## src/rtl/fetch_unit.sv

```systemverilog
// Instruction-fetch front end: PC, stallable memory read port, QDEPTH-entry queue, decode redirect/halt.
// Accepted words are visible at out_* the cycle after accept; requests stop when the queue is full, and pending requests are held until accepted.
module fetch_unit #(
  parameter int unsigned ADDR_W       = 32,
  parameter logic [31:0] RESET_VECTOR = 32'hBFC00000,
  parameter logic [31:0] HALT_ADDR    = 32'h0,
  parameter int unsigned QDEPTH       = 4
) (
  input  logic              clk,
  input  logic              reset,
  output logic [ADDR_W-1:0] instr_address,
  output logic              instr_read,
  input  logic              instr_waitrequest,
  input  logic [31:0]       instr_readdata,
  input  logic              redirect_valid,
  input  logic [ADDR_W-1:0] redirect_target,
  output logic              out_valid,
  input  logic              out_ready,
  output logic [31:0]       out_instr,
  output logic [ADDR_W-1:0] out_pc,
  output logic              halt
);

  localparam int unsigned PW = (QDEPTH > 1) ? $clog2(QDEPTH) : 1;
  localparam int unsigned CW = PW + 1;
  localparam logic [ADDR_W-1:0] RV   = ADDR_W'(RESET_VECTOR);
  localparam logic [ADDR_W-1:0] HA   = ADDR_W'(HALT_ADDR) & ~ADDR_W'(3);
  localparam logic [CW-1:0]     FULL = CW'(QDEPTH);

  typedef enum logic [1:0] {S_FETCH, S_DISCARD, S_HALTED} state_e;

  state_e            state_q, state_d;
  logic [ADDR_W-1:0] pc_q, pc_d;
  logic [ADDR_W-1:0] tgt_q, tgt_d;
  logic              halt_q, halt_d;

  logic [ADDR_W-1:0] q_pc    [QDEPTH];
  logic [31:0]       q_instr [QDEPTH];
  logic [PW-1:0]     rd_ptr_q, wr_ptr_q;
  logic [CW-1:0]     count_q;

  logic              accept, pending, pop, push, redir, redir_halt;
  logic [ADDR_W-1:0] redir_addr;
  logic [ADDR_W-1:0] disc_tgt;
  logic              disc_halt;

  // pc_q is the address of the in-flight request; it must not move until accept.
  assign instr_address = pc_q;
  assign instr_read    = ~reset & (((state_q == S_FETCH) && (count_q != FULL)) ||
                                   (state_q == S_DISCARD));
  assign accept        = instr_read & ~instr_waitrequest;
  assign pending       = instr_read & instr_waitrequest;
  assign out_valid     = (count_q != '0);
  assign out_pc        = q_pc[rd_ptr_q];
  assign out_instr     = q_instr[rd_ptr_q];
  assign halt          = halt_q;
  assign pop           = out_valid & out_ready;

  assign redir_addr = redirect_target & ~ADDR_W'(3);
  assign redir      = redirect_valid & ~halt_q & (state_q != S_HALTED);
  assign redir_halt = redir & (redir_addr == HA);
  assign push       = accept & (state_q == S_FETCH) & ~redir;
  assign disc_tgt   = redir ? redir_addr : tgt_q;
  assign disc_halt  = halt_q | redir_halt;

  always_comb begin
    state_d = state_q;
    pc_d    = pc_q;
    tgt_d   = tgt_q;
    halt_d  = halt_q;
    case (state_q)
      S_FETCH: begin
        if (redir) begin
          halt_d = redir_halt;
          if (pending) begin
            state_d = S_DISCARD;
            tgt_d   = redir_addr;
          end else begin
            pc_d    = redir_addr;
            state_d = redir_halt ? S_HALTED : S_FETCH;
          end
        end else if (accept) begin
          pc_d = pc_q + ADDR_W'(4);
        end
      end
      S_DISCARD: begin
        tgt_d  = disc_tgt;
        halt_d = disc_halt;
        if (accept) begin
          pc_d    = disc_tgt;
          state_d = disc_halt ? S_HALTED : S_FETCH;
        end
      end
      default: ;
    endcase
  end

  always_ff @(posedge clk) begin
    if (reset) begin
      state_q <= S_FETCH;
      pc_q    <= RV;
      tgt_q   <= RV;
      halt_q  <= 1'b0;
    end else begin
      state_q <= state_d;
      pc_q    <= pc_d;
      tgt_q   <= tgt_d;
      halt_q  <= halt_d;
    end
  end

  // A pop in the redirect cycle is simply lost with the flush, which is what decode expects.
  always_ff @(posedge clk) begin
    if (reset || redir) begin
      rd_ptr_q <= '0;
      wr_ptr_q <= '0;
      count_q  <= '0;
    end else begin
      if (push) wr_ptr_q <= wr_ptr_q + PW'(1);
      if (pop)  rd_ptr_q <= rd_ptr_q + PW'(1);
      count_q <= count_q + CW'(push) - CW'(pop);
    end
  end

  always_ff @(posedge clk) begin
    if (push) begin
      q_pc[wr_ptr_q]    <= pc_q;
      q_instr[wr_ptr_q] <= instr_readdata;
    end
  end

endmodule
```

## config.mk

```make
export PLATFORM = sky130hd
export DESIGN_NAME = fetch_unit
export DESIGN_NICKNAME = d
export VERILOG_FILES = /design/src/rtl/fetch_unit.sv
export SDC_FILE = /design/constraint.sdc
export NUM_CORES = 1
export LEC_CHECK = 0
export ABC_AREA = 1
export CAP_MARGIN = 40
export CORE_ASPECT_RATIO = 1.2
export CORE_MARGIN = 4
export CORE_UTILIZATION = 55
export DETAILED_ROUTE_END_ITERATION = 8
export GPL_TIMING_DRIVEN = 0
export PLACE_DENSITY = 0.87
export SYNTH_ARGS = -nofsm -noshare
export SYNTH_HDL_FRONTEND = slang
export SYNTH_SLANG_ARGS = --single-unit
export TNS_END_PERCENT = 50
```

## constraint.sdc

```tcl
create_clock -name clk -period 12.1 [get_ports clk]
set_input_delay 2.42 -clock clk [delete_from_list [all_inputs] [get_ports clk]]
set_output_delay 2.42 -clock clk [all_outputs]
set_load 0.02 [all_outputs]
```

== Yosys cells after proc, flatten, opt, wreduce, memory -nomap -nowiden ==
Memories as Yosys holds them, arrays and structs flattened. A register that Yosys moved wholly into a read port is not among the register bits.
Index checks and enable logic that the tools add are counted.
Word-level totals
  bits in writable memories: 256
  input bits: 69
  register bits after elaboration: 74
  output and inout bits: 99
  memories kept: 2
  word-level logic and storage cells: 70
Memories
  q_instr: depth 4, bits a word 32, read ports 1, clocked after Yosys merged registers in 1, write ports 1, RTL line 38  | logic [31:0] q_instr [QDEPTH];
  q_pc: depth 4, bits a word 32, read ports 1, clocked after Yosys merged registers in 1, write ports 1, RTL line 37  | logic [ADDR_W-1:0] q_pc [QDEPTH];
Operators by class
  reduce and logical (&&, ||, !) cells: 11
  bitwise logic cells: 14
  mux-type cells: 23
  equality and inequality tests: 8
  $add $sub $neg: 5
Operators by type and width (count)
  $mux W32: 7
  $pmux W32 S2: 2
  $add A32 B3 Y32 const B: 1
  $logic_not A32 Y1: 1
  $mux W2: 9
  $and A1 B1 Y1: 9
  $ne A3 B3 Y1 const B: 3
  $ne A2 B2 Y1 const B: 4
  $reduce_and A3 Y1: 2
  $add A2 B1 Y2 const B: 2
  $not A1 Y1: 4
  $pmux W2 S2: 1
  $reduce_and A4 Y1: 1
  $add A3 B1 Y3: 1
  $mux W1: 3
  $reduce_bool A3 Y1: 1
  $sub A3 B1 Y3: 1
  $eq A2 B1 Y1 const B: 1
  $logic_not A2 Y1: 1
  $logic_or A1 B1 Y1: 2
  $pmux W1 S2: 1
  $reduce_and A2 Y1: 1
  $reduce_bool A2 Y1: 1
  $logic_and A1 B1 Y1: 1
  $or A1 B1 Y1: 1

== Depth between registers and ports, before layout ==
  word-level depth: 9
  mapped depth: 14
  depth with buffers taken out: 14

== Least setup slack after synthesis ==
No wires, ideal clock.
  kind: in2reg
  from: input port reset
  to: memory q_instr[0][0] (enable)
  data arrival time: 5.973 ns
  required time: 11.614 ns
  path buffers: 1
  slack: 5.641 ns
  cell stages on the path: 8
  setup time: 0.486 ns
  cell sequence: buf_2 -> inv_2 -> nand3_1 -> inv_1 -> nand2_1 -> nor2_1 -> inv_2 -> nor2_1
Between the ends
  longest elaborated chain between the ends: 7
RTL lines
  from (decl): RTL line 10  | input logic reset,
  $not A1 Y1: RTL line 49  | assign instr_read = ~reset & (((state_q == S_FETCH) && (count_q != FULL)) ||
  $and A1 B1 Y1: RTL line 49
  net instr_read: RTL line 12  | output logic instr_read,
  $and A1 B1 Y1: RTL line 51  | assign accept = instr_read & ~instr_waitrequest;
  $and A1 B1 Y1 (2 in series): RTL line 62  | assign push = accept & (state_q == S_FETCH) & ~redir;
  $mux W1: RTL line 126  | if (push) begin
  $mux W1 (implied by the code): RTL line 128  | q_instr[wr_ptr_q] <= instr_readdata;
  to (decl): RTL line 38
The timed path passes the listed nets, and every way through them passes these cells.

== Worst setup path after layout ==
  from: input port reset
  to: output port instr_read
Between the ends
  longest elaborated chain between the ends: 2
RTL lines (RTL line)
  $not A1 Y1: 49
  $and A1 B1 Y1: 49
  to (decl): 12
No other way between the ends.

==> qor_table.md <==
| Quantity | Value | Unit |
| --- | --- | --- |
| Final Net Count | 1767 | - |
| Half-perimeter wire length of the detailed placement result | 27000 | µm |
| Cell internal pwr | 1890 | µW |
| Post-route clock skew | 0.0156 | ns |
| Multi-input gate area | 0.00448 | mm² |
| TritonCTS clock tree | done | - |
| Clock Root Buffer | sky130_fd_sc_hd__clkbuf_16 | - |
| Placer Congestion | 0.985 | - |
| Commonest cells after routing, fill and taps aside | 327 x sky130_fd_sc_hd__nand2_1, 256 x sky130_fd_sc_hd__edfxtp_1, 235 x sky130_fd_sc_hd__nor2_1 | - |
| Final Util | 68.4 | % |
| Global route total overflow | 0 | - |
| CTS Buf Count | 29 | - |
| Proportion of synthesized chip area in sequential cells | 64.2 | % |
| Total cell area at the placement stage | 0.0166 | mm² |
| Stages on worst setup path | 5 | - |
| Total number of placement rows | 64 | - |
| Drt first-iter violations | 1225 | - |
| Count of buffering cells on the critical path with inverters included | 4 | - |
| Clock share of power | 37.4 | % |
| Ports placed on the boundary | 168 | - |
| I/O Buffers | 164 | - |
| Synthesis-to-layout area growth | 22.2 | % |
| Pin count of the biggest net entering global routing | 29 | - |
| Class of the most critical setup path | primary input to output pin | - |
| Measured slew at the worst slew-check pin | 0.671 | ns |
| Post-Route WL | 39600 | µm |
| Initial antenna violation count | 0 | - |
| Clock latency on the worst-skew pair | 0.54 | ns |
| Setup slack after layout | 6.05 | ns |
| Total power divided by cell area | 142 | mW/mm² |
| Slowest cell on crit path | sky130_fd_sc_hd__clkdlybuf4s50_1 | - |
| Tot GR Track Use | 26.9 | % |
| Critical path's top delay family | buffers and inverters | - |
| Final non-filler cell area | 0.0175 | mm² |
| Number of H-tree levels | 1 | - |
| Effective utilization at floorplan | 56.0 | % |
| Critical Path Max Stage Delay | 0.61 | ns |
| Largest buffer count on any clock path | 3 | - |
| Critical path cell sequence | buf_2, inv_2, nand3_1, inv_1, clkdlybuf4s50_1 | - |
| Setup Slack @ Placement | 6.06 | ns |
| Detailed-route via count | 11.8k | - |
| Post-synthesis cell area | 0.0143 | mm² |
| Maximum operating frequency | 165 | MHz |
| Post-CTS Resized | 0 | - |
| Fraction of layout instances using a drive strength above 1 | 5.72 | % |
| Final TNS setup | 0 | ns |
| Routed wire length per instance | 19.4 | µm |
| Number of filler cells placed in the layout | 1889 | - |
| Sequential cell area | 0.00921 | mm² |
| Final setup vio count | 0 | - |
| Critical path launch point type | primary input | - |
| Tcrit/Tclk final | 50.0 | % |
| Flip-flop and latch count after synthesis | 332 | - |
| Combinational group share of total power | 10.3 | % |
| Endpoint type of the worst setup path | output pin | - |
| DRC errors left | 0 | - |
| Number of global-route vias before repair | 11.5k | - |
| Peak VDD IR | 0.0903 | mV |
| Hold depth | 2 | - |
| Final count of hold timing violations | 0 | - |
| Die W | 155 | µm |
| Switch Pwr | 593 | µW |
| Outcome | complete, no violations | - |
| Sw Share | 23.8 | % |
| DR vias/cell | 5.79 | - |
| Time the worst path needs with I/O delays and setup | 6.05 | ns |
| Setup repair after global routing missed its margin | no | - |
| Wire length of the first global-routing pass | 60800 | µm |
| Number of cells on the worst reg-to-reg path | 14 | - |
| Total power draw | 2490 | µW |
| Cells after Synth | 1487 | - |
| Number of hold buffers added after cts | 0 | - |
| Relative max-transition margin | 55.2 | % |
| Final antenna-violating net count | 0 | - |
| Mean instance size in the synthesized netlist | 9.65 | µm² |
| Max-slew violations | 0 | - |
| Yosys cell types | 34 | - |
| Path category of the worst min-delay check | flop to flop | - |
| Clock transition at the registers of the reported paths | 0.07 | ns |
| Worst-path maximum fanout | 8 | - |
| # Max-Cap Violations | 0 | - |
| Placeable core region | 0.0256 | mm² |
| Die footprint | 0.0287 | mm² |
| Critical Path RT | 9.68 | ns |
| Most common cell after layout, fill and taps aside | sky130_fd_sc_hd__nand2_1 | - |
| Final antenna diode count | 0 | - |
| LEAKAGE | 0.00661 | µW |
| Clock Sinks | 332 | - |
| Post-CTS Setup Bufs | 0 | - |
| Number of warnings issued by yosys | 0 | - |
| Data arrival time of the critical path | 3.63 | ns |
| Part of the total power dissipated in sequential elements | 52.3 | % |
| Number of detailed-routing iterations run before antenna repair | 6 | - |
| Net count of the mapped netlist | 1564 | - |
| Chip Height | 185 | µm |
## Yosys cell counts (all sizes together)
cell type | count | share of area (%)
edfxtp | 256 | 54
buf | 30 | 1.2
nor3 | 4 | 0.14
nand3b | 3 | 0.16
o21ai | 225 | 7.9
xor2 | 1 | 0.061
clkinv | 1 | 0.026
clkbuf | 50 | 1.3
a31oi | 4 | 0.17
nand4 | 4 | 0.17
o22ai | 64 | 2.8
fa | 1 | 0.14
nand3 | 37 | 1.4
dfxtp | 76 | 11
a211oi | 1 | 0.052
nor2 | 243 | 6.5
inv | 88 | 2.3
ha | 7 | 0.61
nand2 | 329 | 8.6
xnor2 | 1 | 0.061
o31ai | 1 | 0.052
or2 | 2 | 0.087
a22oi | 1 | 0.052
a21oi | 55 | 1.9
o211ai | 3 | 0.16
## worst reg2reg max path: cells and delay by family (launching register included)
kind | cells | cell delay (ns)
AND/OR/NAND/NOR | 6 | 0.89
adder cells (fa/ha/maj) | 3 | 0.79
buffers and inverters | 4 | 0.40
flip-flops | 1 | 0.35
AO/OA/AOI/OAI | 1 | 0.12
## final cells by class
cell class                      instances  share of cell area, %
Buffer                                 80                   2.04
Sequential cell                       332                   52.5
Timing Repair Buffer                  172                   10.3
Clock inverter                         17                   1.11
Tap cell                              330                   2.35
Inverter                               89                   1.90
Clock buffer                           36                   4.29
Multi-Input combinational cell        986                   25.5
## state kept, by name (all words and copies together) (netlist names), named ones only
register / cells
rd_ptr_q: 2
instr_address: 32
q_pc: 128
halt: 1
state_q: 2
q_instr: 128
tgt_q: 32
wr_ptr_q: 2
count_q: 3
## through the flow
stage	std cells	hold WS, ns
after CTS	2042	0.458
after floorplan	1487	0.425
after global placement	1981	0.435
after detailed placement	1989	0.449
final	2042	0.458
after global routing	2042	0.475
## layer usage
metal / global-route usage [%] / share of wire [%] / vias to the layer above
li1: - / - / 5521
met1: 33.1 / 37 / 5503
met2: 47.1 / 50 / 671
met3: 3.51 / 8.9 / 120
met4: 12.7 / 4.8 / 0
met5: 0 / 0 / -
## path summary, 6_finish.rpt
check                                   to       start  slack (ns)
worst max-delay path            instr_read       reset        6.05
worst min-delay path              tgt_q[7]    tgt_q[7]        0.46
worst max register to register  count_q[2]  count_q[1]        9.49
worst min register to register    tgt_q[7]    tgt_q[7]        0.46
## power groups by stage
| stage | combinational [µW] | sequential [µW] | clock (µW) |
|---|---|---|---|
| floorplan | 129 | 1320 | 0 |
| global placement | 247 | 1320 | 0 |
| detailed placement | 253 | 1320 | 0 |
| CTS | 256 | 1300 | 936 |
| global route | 282 | 1300 | 989 |
| finish | 257 | 1300 | 930 |
## cell families (layout without fill, tap and decap cells)
kind of cell	Yosys count	after routing	share of synthesized area [%]
and+or+nand+nor	622	622	17.0
adders and majority gates	8	8	0.750
xor gates and xnor gates	2	2	0.122
AOI/OAI and AO/OA	354	354	13.1
buffers and inverters	169	394	4.82
DFF	332	332	64.2
Note: power is estimated with default switching activity, not from simulation.
